**config.mk**
```make
export PLATFORM = sky130hd
export DESIGN_NAME = uart_transmitter
export DESIGN_NICKNAME = d
export VERILOG_FILES = /design/src/rtl/uart_pkg.sv /design/src/rtl/uart_tx_fifo.sv /design/src/rtl/uart_transmitter.sv
export SDC_FILE = /design/constraint.sdc
export NUM_CORES = 1
export LEC_CHECK = 0
export ABC_AREA = 1
export BUFFER_PORTS_ARGS = -buffer_cell sky130_fd_sc_hd__buf_2
export CAP_MARGIN = 5
export CORE_ASPECT_RATIO = 0.75
export CORE_MARGIN = 4
export CORE_UTILIZATION = 53
export DETAILED_ROUTE_END_ITERATION = 7
export PLACE_DENSITY = 0.75
export SKIP_LAST_GASP = 1
export SLEW_MARGIN = 20
export SYNTH_ARGS = -nofsm -noshare
export SYNTH_HDL_FRONTEND = slang
export SYNTH_SLANG_ARGS = --single-unit
```
**constraint.sdc**
```tcl
create_clock -name clk_BPS_i -period 1.7 [get_ports clk_BPS_i]
set_input_delay 0.255 -clock clk_BPS_i [delete_from_list [all_inputs] [get_ports clk_BPS_i]]
set_output_delay 0.255 -clock clk_BPS_i [all_outputs]
set_load 0.01 [all_outputs]
```
**src/rtl/uart_pkg.sv**
```systemverilog
// Frame constants and transmitter state encoding shared by the UART transmit and receive paths.
// Keeping them in one package keeps both ends of the link agreed on the frame shape.
package uart_pkg;

  localparam int   DATA_BITS   = 8;
  localparam logic START_LEVEL = 1'b0;
  localparam logic IDLE_LEVEL  = 1'b1;

  typedef enum logic [2:0] {
    ST_IDLE,
    ST_START,
    ST_DATA,
    ST_PARITY,
    ST_STOP
  } tx_state_e;

  // Even parity: the parity bit makes the total number of ones in data+parity even.
  function automatic logic even_parity(input logic [DATA_BITS-1:0] data);
    return ^data;
  endfunction

endpackage

```
**src/rtl/uart_tx_fifo.sv**
```systemverilog
// Small synchronous FIFO queueing bytes for the UART transmitter.
// Read data is presented combinationally from the head entry (first-word fall-through).
module uart_tx_fifo #(
  parameter int DEPTH = 4,
  parameter int WIDTH = 8
) (
  input  logic                     clk_BPS_i,
  input  logic                     rst_i,
  input  logic                     push,
  input  logic [WIDTH-1:0]         wr_data,
  input  logic                     pop,
  output logic [WIDTH-1:0]         rd_data,
  output logic                     full,
  output logic                     empty,
  output logic [$clog2(DEPTH):0]   count
);

  localparam int AW = $clog2(DEPTH);
  localparam int CW = AW + 1;
  localparam logic [CW-1:0] FULL_COUNT = CW'(DEPTH);
  localparam logic [CW-1:0] ONE        = CW'(1);

  logic [WIDTH-1:0] mem [DEPTH];
  logic [AW-1:0]    wr_ptr;
  logic [AW-1:0]    rd_ptr;
  logic             do_push;
  logic             do_pop;

  assign full    = (count == FULL_COUNT);
  assign empty   = (count == '0);
  assign do_push = push && !full;
  assign do_pop  = pop && !empty;
  assign rd_data = mem[rd_ptr];

  // NOTE: storage is deliberately not reset; the pointers and count alone define
  // which entries are valid, and leaving the array out of reset lets it map to RAM.
  always_ff @(posedge clk_BPS_i) begin
    if (do_push) begin
      mem[wr_ptr] <= wr_data;
    end
  end

  // NOTE: all sequential state uses non-blocking assignments so every register
  // samples the pre-edge values, independent of statement order.
  always_ff @(posedge clk_BPS_i) begin
    if (rst_i) begin
      wr_ptr <= '0;
      rd_ptr <= '0;
      count  <= '0;
    end else begin
      if (do_push) begin
        wr_ptr <= wr_ptr + AW'(1);
      end
      if (do_pop) begin
        rd_ptr <= rd_ptr + AW'(1);
      end
      unique case ({do_push, do_pop})
        2'b10:   count <= count + ONE;
        2'b01:   count <= count - ONE;
        default: count <= count;
      endcase
    end
  end

endmodule

```
**src/rtl/uart_transmitter.sv**
```systemverilog
// UART transmitter: queues bytes in a FIFO and serialises them as start, 8 data bits LSB-first,
// optional even parity and STOP_BITS stop bits, one bit per clk_BPS_i edge, frames back-to-back.
module uart_transmitter
  import uart_pkg::*;
#(
  parameter int   DEPTH     = 4,
  parameter int   STOP_BITS = 1,
  parameter logic PARITY_EN = 1'b0
) (
  input  logic                     clk_BPS_i,
  input  logic                     rst_i,
  input  logic [7:0]               tx_data_i,
  input  logic                     tx_valid_i,
  output logic                     tx_ready_o,
  output logic                     uart_o,
  output logic                     busy_o,
  output logic                     tx_done_o,
  output logic [$clog2(DEPTH):0]   fifo_count_o
);

  localparam int CW = $clog2(DEPTH) + 1;
  localparam int BW = $clog2(DATA_BITS);
  localparam logic [CW-1:0] ONE       = CW'(1);
  localparam logic [BW-1:0] LAST_BIT  = BW'(DATA_BITS - 1);
  localparam logic          LAST_STOP = 1'(STOP_BITS - 1);

  tx_state_e              state, state_n;
  logic [DATA_BITS-1:0]   shift, shift_n, rot;
  logic [BW-1:0]          bit_cnt, bit_cnt_n;
  logic                   stop_cnt, stop_cnt_n;
  logic                   uart_n;
  logic                   done_n;
  logic                   busy_n;
  logic                   load;
  logic                   push;
  logic                   pop;
  logic                   fifo_full;
  logic                   fifo_empty;
  logic [DATA_BITS-1:0]   fifo_rd_data;
  logic [CW-1:0]          fifo_count;
  logic [CW-1:0]          count_next;

  uart_tx_fifo #(
    .DEPTH (DEPTH),
    .WIDTH (DATA_BITS)
  ) u_fifo (
    .clk_BPS_i (clk_BPS_i),
    .rst_i     (rst_i),
    .push      (push),
    .wr_data   (tx_data_i),
    .pop       (pop),
    .rd_data   (fifo_rd_data),
    .full      (fifo_full),
    .empty     (fifo_empty),
    .count     (fifo_count)
  );

  assign tx_ready_o   = !fifo_full;
  assign fifo_count_o = fifo_count;
  assign push         = tx_valid_i && tx_ready_o;

  // Rotating rather than shifting leaves the original byte in place after eight bits,
  // so parity can be taken from the register directly.
  assign rot = {shift[0], shift[DATA_BITS-1:1]};

  // Occupancy after this edge, so busy_o can be registered without lagging the FIFO.
  always_comb begin
    count_next = fifo_count;
    if (push && !pop) begin
      count_next = fifo_count + ONE;
    end else if (!push && pop) begin
      count_next = fifo_count - ONE;
    end
  end

  // NOTE: every signal written here gets a default first, so no path can leave
  // one unassigned and infer a latch.
  always_comb begin
    state_n    = state;
    shift_n    = shift;
    bit_cnt_n  = bit_cnt;
    stop_cnt_n = stop_cnt;
    uart_n     = IDLE_LEVEL;
    done_n     = 1'b0;
    load       = 1'b0;
    pop        = 1'b0;

    unique case (state)
      ST_IDLE: begin
        load = !fifo_empty;
      end
      ST_START: begin
        uart_n    = shift[0];
        shift_n   = rot;
        bit_cnt_n = '0;
        state_n   = ST_DATA;
      end
      ST_DATA: begin
        if (bit_cnt == LAST_BIT) begin
          stop_cnt_n = 1'b0;
          if (PARITY_EN) begin
            uart_n  = even_parity(shift);
            state_n = ST_PARITY;
          end else begin
            uart_n  = IDLE_LEVEL;
            done_n  = (STOP_BITS == 1);
            state_n = ST_STOP;
          end
        end else begin
          uart_n    = shift[0];
          shift_n   = rot;
          bit_cnt_n = bit_cnt + BW'(1);
        end
      end
      ST_PARITY: begin
        stop_cnt_n = 1'b0;
        done_n     = (STOP_BITS == 1);
        state_n    = ST_STOP;
      end
      ST_STOP: begin
        if (stop_cnt == LAST_STOP) begin
          state_n = ST_IDLE;
          load    = !fifo_empty;
        end else begin
          // At most two stop bits, so the cycle after the first is always the last.
          stop_cnt_n = 1'b1;
          done_n     = 1'b1;
        end
      end
      default: begin
        state_n = ST_IDLE;
      end
    endcase

    if (load) begin
      pop       = 1'b1;
      shift_n   = fifo_rd_data;
      bit_cnt_n = '0;
      uart_n    = START_LEVEL;
      state_n   = ST_START;
    end

    busy_n = (state_n != ST_IDLE) || (count_next != '0);
  end

  always_ff @(posedge clk_BPS_i) begin
    if (rst_i) begin
      state     <= ST_IDLE;
      shift     <= '0;
      bit_cnt   <= '0;
      stop_cnt  <= 1'b0;
      uart_o    <= IDLE_LEVEL;
      tx_done_o <= 1'b0;
      busy_o    <= 1'b0;
    end else begin
      state     <= state_n;
      shift     <= shift_n;
      bit_cnt   <= bit_cnt_n;
      stop_cnt  <= stop_cnt_n;
      uart_o    <= uart_n;
      tx_done_o <= done_n;
      busy_o    <= busy_n;
    end
  end

endmodule

```
==> flow_metrics.tcl, run 1 <==
set metrics [dict create \
    drt-initial-drc-count 136 \
    powerDensity_nw_per_um2 1720 \
    drive_above_1_share_pct 22.6 \
    overflow 0 \
    total_power_mw 5.13 \
    start_util_pct 56.7 \
    fin_crit_sh_pct 92.7 \
    clk_latency_ns 0.34 \
    crit_path_frequent_cell "ha_1" \
    portBuffers 17 \
    grt_antenna_before_repair 0 \
    cts_sinks 58 \
    critical_path_class "register to register" \
    syn_nets 298 \
    drtAntennaViolNets 0 \
    rows 21 \
    firstDrtPassIters 4 \
    cp_slowest_stage_delay_ns 0.37 \
    cts_buffers 9 \
    grt_pass1_wl_um 7450 \
    instances_no_fill 371 \
    clock_skew_ns 0.00547 \
    relSlewSlack_pct 75.9 \
    ys_ff_latch 58 \
    crit_required_ns 1.93 \
    clockRootBuffer "clkbuf_8" \
    die-width_um 89.0 \
    worstMarginPinSlew_ns 0.361 \
    yosysWarnings 0 \
    gp_congestion 0.797 \
    cts_buffer_depth 2 \
    layout_commonest_cell "nand2_1" \
    yosysSeqAreaShare_pct 56.9 \
    num_io_pins 18 \
    slowest_stage "dfxtp_2" \
    area_delta_synth_final_pct 14.5 \
    hold_buffers 0 \
    setup_viol 0 \
    post_drt_wl_per_cell_um 12.5 \
    crit_path_end_kind "register" \
    grt_pass1_vias 1706 \
    antenna-diode-count 0 \
    irDropWorstVdd_mv 0.890 \
    postSynthAreaPerCell_um2 9.44 \
    htreeDepth 3 \
    synth_cells 276 \
    crit_fanout 6 \
    nets 331 \
    drc 0 \
    p_leak_nw 1.34 \
    synthDistinctLibCells 23 \
    vias 1846 \
    finalHoldViolCount 0 \
    routed_via_density 4.98 \
    mappedNetlistArea_um2 2600 \
    status "finished clean" \
    track_usage_pct 16.9 \
    cts_tree "done" \
    drv_cap 0 \
    layout_setup_ws_ns 0.124 \
    clock.fmax_mhz 634 \
    die_area_um2 6110 \
    die_h_um 68.7 \
    dp_slack_ns 0.0497 \
    coreArea_um2 4600 \
    postRouteWirelength_um 4640 \
    startpoint_type "register" \
    clkTransAtPathRegs_ns 0.07 \
    worstPathCellList "inv_2 -> ha_1 -> nand2_1 -> nand2_4 -> ha_1 -> inv_1 -> o21ai_0 -> a21oi_1" \
    final_cell_mix "nand2_1, nor2_1, edfxtp_1" \
    cp.arrival_ns 1.81 \
    dp.cells 353 \
    hold_class "input pin to register" \
    crit_buf_inv 2 \
    post-route-min-period_ns 1.58 \
    crit_family "adder cells" \
    rsz0062_at_grt "false" \
    dp_hpwl_um 3260 \
    grt_max_degree 17 \
    slew_violations 0 \
]
==> layer usage <==
metal / up-vias / GRT usage [%] / wire length, um
li1: 967 / - / -
met1: 839 / 21.3 / 2200
met2: 32 / 26.0 / 2150
met3: 8 / 7.60 / 225
met4: 0 / 5.95 / 69
met5: - / 0 / 0
==> cells in the mapped netlist <==
cell type / count / area, um^2
nand3_1: 24 / 120
buf_12: 1 / 20.0
o21ai_2: 1 / 8.76
dfxtp_1: 26 / 521
nand4_1: 1 / 6.26
nand2_1: 59 / 221
edfxtp_1: 32 / 961
inv_2: 6 / 22.5
o21ai_1: 9 / 45.0
nand2_2: 1 / 6.26
buf_4: 1 / 7.51
o21ai_0: 11 / 55.1
buf_2: 4 / 20.0
xor2_1: 1 / 8.76
nor2_2: 2 / 12.5
a21oi_1: 8 / 40.0
ha_1: 11 / 138
inv_1: 23 / 86.3
nor3_1: 2 / 10.0
nand3_2: 1 / 10.0
nand2_4: 11 / 124
nor2_4: 1 / 11.3
nor2_1: 40 / 150
==> cells by family after synthesis <==
| group | count (synthesis) | synth area share (%) |
|---|---|---|
| AO/OA/AOI/OAI | 29 | 5.72 |
| XOR/XNOR | 1 | 0.336 |
| adder cells (fa/ha/maj) | 11 | 5.28 |
| buffers and inverters | 35 | 6.00 |
| flip-flops | 58 | 56.9 |
| AND/OR/NAND/NOR | 142 | 25.8 |
==> final timing paths <==
check | from | to | slack, ns | cells past startpoint
worst max register to register | u_fifo.count[0] | u_fifo.count[0] | 0.12 | 8
worst min register to register | bit_cnt[2] | bit_cnt[2] | 0.47 | 2
worst max-delay path | u_fifo.count[0] | u_fifo.count[0] | 0.12 | 8
worst min-delay path | tx_data_i[4] | u_fifo.mem[0][4] | 0.13 | 1
==> where the power goes <==
part           switching [mW]  internal, mW  leakage (nW)  total [mW]
Combinational            1.30         0.778         0.742        2.08
Clock                   0.569         0.536        0.0858        1.10
Sequential              0.184          1.77         0.508        1.95
Total                    2.05          3.08          1.34        5.13
==> flip-flops by register name, indices dropped and copies added, names as in the netlist, named ones only <==
signal,count
busy_o,1
tx_done_o,1
u_fifo.wr_ptr,2
shift,8
uart_o,1
state,3
u_fifo.rd_ptr,2
bit_cnt,3
u_fifo.count,3
u_fifo.mem,32
==> worst reg2reg max path, cell delays in order, from the launching register on <==
cell,delay (ns)
dfxtp_2,0.37
inv_2,0.07
ha_1,0.21
nand2_1,0.12
nand2_4,0.08
ha_1,0.34
inv_1,0.08
o21ai_0,0.15
a21oi_1,0.06
==> cell type report <==
cell class,count,area (um^2)
clock buffers,9,124
inverters,29,109
fillers,347,1620
multi-input cells,183,972
well taps,57,71.3
clock inverters,7,55.1
repair buffers,28,168
flip-flops and latches,58,1480
==> stage by stage <==
stage / hold slack [ns] / util (%) / setup TNS (ns) / area [um^2]
2_1_floorplan: 0.334 / - / -1.31 / 2610
3_3_place_gp: 0.444 / 60.5 / 0 / 2780
3_5_place_dp: 0.453 / 60.5 / 0 / 2780
4_1_cts: 0.111 / 64.4 / 0 / 2960
5_1_grt: 0.112 / 64.8 / 0 / 2980
6_report: 0.125 / 64.8 / 0 / 2980
==> timing repair <==
| action | CTS | global route |
|---|---|---|
| resized for setup | 0 | 4 |
| setup endpoints to repair | 0 | 36 |
| setup buffers | 0 | 2 |
Note: power is estimated with default switching activity, not from simulation.
==> inputs of run 2 (changes only) <==
--- a/config.mk
+++ b/config.mk
@@ -10,9 +10,9 @@
 export CAP_MARGIN = 5
 export CORE_ASPECT_RATIO = 0.75
 export CORE_MARGIN = 4
-export CORE_UTILIZATION = 53
+export CORE_UTILIZATION = 59
 export DETAILED_ROUTE_END_ITERATION = 7
-export PLACE_DENSITY = 0.75
+export PLACE_DENSITY = 0.79
 export SKIP_LAST_GASP = 1
 export SLEW_MARGIN = 20
 export SYNTH_ARGS = -nofsm -noshare
==> constraint.sdc (replaced) <==
create_clock -name clk_BPS_i -period 1.8 [get_ports clk_BPS_i]
set_input_delay 0.27 -clock clk_BPS_i [delete_from_list [all_inputs] [get_ports clk_BPS_i]]
set_output_delay 0.27 -clock clk_BPS_i [all_outputs]
set_load 0.01 [all_outputs]
==> run 2 against run 1 <==
Effect of this change:
- register-to-register slack better by 0.04 ns
- global-route usage is 3.2 points higher
- worst hold slack better by 0.019 ns
- largest power group is now registers
- fmax is 3.5% lower
- sequential share of layout area is 0.19 points lower
- non-clock buffer count is 4 lower
- total power is 1.2% lower
- die area is 9.1% lower
- first-iteration DRC count is 5.1% lower
- sequential power is 4% lower
- critical path type unchanged
- routed wire length is 7.7% higher
- via count is 2.1% higher
==> flow_metrics.tcl, run 2 (synthesized netlist as in run 1, its figures left out) <==
set metrics [dict create \
    hold_depth 1 \
    die-width_um 84.7 \
    regArea_um2 1480 \
    global_route.usage.met1_pct 24.3 \
    holdPathEnd "u_fifo.mem[2][3]" \
    die_area_um2 5550 \
    layout_setup_ws_ns 0.166 \
    cts_repair_resize_count 0 \
    layout_commonest_cell "nand2_1" \
    p_sw_mw 1.97 \
    swShare_pct 38.8 \
    rows 20 \
    clkTransAtPathRegs_ns 0.07 \
    startpoint_type "register" \
    grt_pass1_wl_um 8300 \
    hold_buffers 0 \
    portBuffers 17 \
    firstDrtPassIters 5 \
    multiInputGateArea_um2 967 \
    cts_sinks 58 \
    hold_class "input pin to register" \
    antenna-diode-count 0 \
    rrSetupSlack_ns 0.17 \
    fin_crit_sh_pct 90.8 \
    p_clk_share_pct 26.2 \
    routed_via_density 5.16 \
    nets 327 \
    grt_max_degree 17 \
    nFillCells 308 \
    rsz0062_at_grt "false" \
    grt_antenna_before_repair 0 \
    status "finished clean" \
    reg2reg_depth 8 \
    instances_no_fill 365 \
    largest_register_ffs 32 \
    irDropWorstVdd_mv 1.11 \
    coreArea_um2 4150 \
    setup_viol 0 \
    drc 0 \
    finalHoldViolCount 0 \
    critical_path_class "register to register" \
    relSlewSlack_pct 74.1 \
    grt_pass1_vias 1763 \
    dp_hpwl_um 3400 \
    die_h_um 65.5 \
    fin_setup_tns_ns 0 \
    r2r-start "u_fifo.count[0]" \
    drv_cap 0 \
    min_from "tx_data_i[3]" \
    clk_latency_ns 0.34 \
    gp_congestion 0.742 \
    postRouteWirelength_um 5000 \
    crit_required_ns 2.03 \
    p_seq_share_pct 36.9 \
    slew_violations 0 \
    cts_tree "done" \
    fin_hold_ws_ns 0.144 \
    total_power_mw 5.07 \
    busiest_layer "met2" \
    crit_path_end_kind "register" \
    track_usage_pct 20.1 \
    top_register "u_fifo.mem" \
    overflow 0 \
    area_delta_synth_final_pct 14.8 \
    clockRootBuffer "clkbuf_8" \
    cts_buffers 9 \
    dp.cells 349 \
    p_comb_share_pct 36.9 \
    clock.fmax_mhz 612 \
    final_cell_mix "nand2_1, nor2_1, edfxtp_1" \
    cts_buffer_depth 2 \
    clock_skew_ns 0.00502 \
    top_regs "u_fifo.mem: 32 flops, shift: 8 flops" \
    powerDensity_nw_per_um2 1700 \
    intPower_mw 3.11 \
    vias 1885 \
    drt-initial-drc-count 129 \
    dp_slack_ns 0.178 \
    post_drt_wl_per_cell_um 13.7 \
    post_cts_buffers 0 \
    num_io_pins 18 \
    drive_above_1_share_pct 20.3 \
    drtAntennaViolNets 0 \
    met2_usage_pct 32.2 \
    worstMarginPinSlew_ns 0.388 \
    start_util_pct 62.7 \
    post-route-min-period_ns 1.63 \
    htreeDepth 3 \
    grtUsageMet3_pct 6.64 \
    cp.arrival_ns 1.87 \
    r2r_end "u_fifo.count[1]" \
    p_leak_nw 1.34 \
    crit_fanout 5 \
]
[run 2: cell count changes in the layout (fill, tap and decap cells not counted), sizes merged]
cell      delta
bufinv       +2
buf          -4
clkinv       -1
clkinvlp     -1
[run 2: critical path, stage by stage (launching register included)]
cell and delay (ns):
dfxtp_1 0.38, inv_1 0.11, ha_1 0.22, nand2_1 0.08, nand2_1 0.09, ha_1 0.24, xor2_1 0.16, o21ai_0 0.19
inv_1 0.06
[run 2: cell type report]
cell class	instances	area share, %
Sequential cell	58	49.5
Multi-Input combinational cell	183	32.3
Timing Repair Buffer	24	4.60
Clock buffer	9	4.14
Inverter	29	3.64
Clock inverter	7	3.43
Tap cell	55	2.30
[run 2: how the worst max path moves through the flow]
stage | startpoint | end | slack [ns]
CTS | u_fifo.count[0] | u_fifo.count[1] | 0.16
global route | u_fifo.count[0] | u_fifo.count[1] | 0.01
global placement | u_fifo.count[0] | u_fifo.mem[2][6] | 0.23
finish | u_fifo.count[0] | u_fifo.count[1] | 0.17
floorplan | u_fifo.count[0] | u_fifo.mem[0][0] | -0.002
detailed placement | u_fifo.count[0] | u_fifo.count[1] | 0.18
[run 2: stage by stage]
step / utilization [%] / cell area (um^2)
after global placement: 66.5 / 2760
after CTS: 72.0 / 2990
after floorplan: - / 2610
final: 72.0 / 2990
after detailed placement: 66.5 / 2760
after global routing: 72.0 / 2990
[run 2: power by group through the flow]
| stage | logic, mW | registers, mW | clock network, mW |
|---|---|---|---|
| after CTS | 1.87 | 1.87 | 1.35 |
| after global routing | 2.12 | 1.90 | 1.41 |
| after global placement | 1.78 | 1.89 | 0 |
| after floorplan | 1.51 | 1.84 | 0 |
| after detailed placement | 1.85 | 1.90 | 0 |
| final | 1.87 | 1.87 | 1.33 |
[run 2: routing by layer]
layer / vias up / wire [um]
met3: 12 / 363
met5: - / 0
met4: 0 / 105
met1: 854 / 2150
met2: 55 / 2380
li1: 964 / -
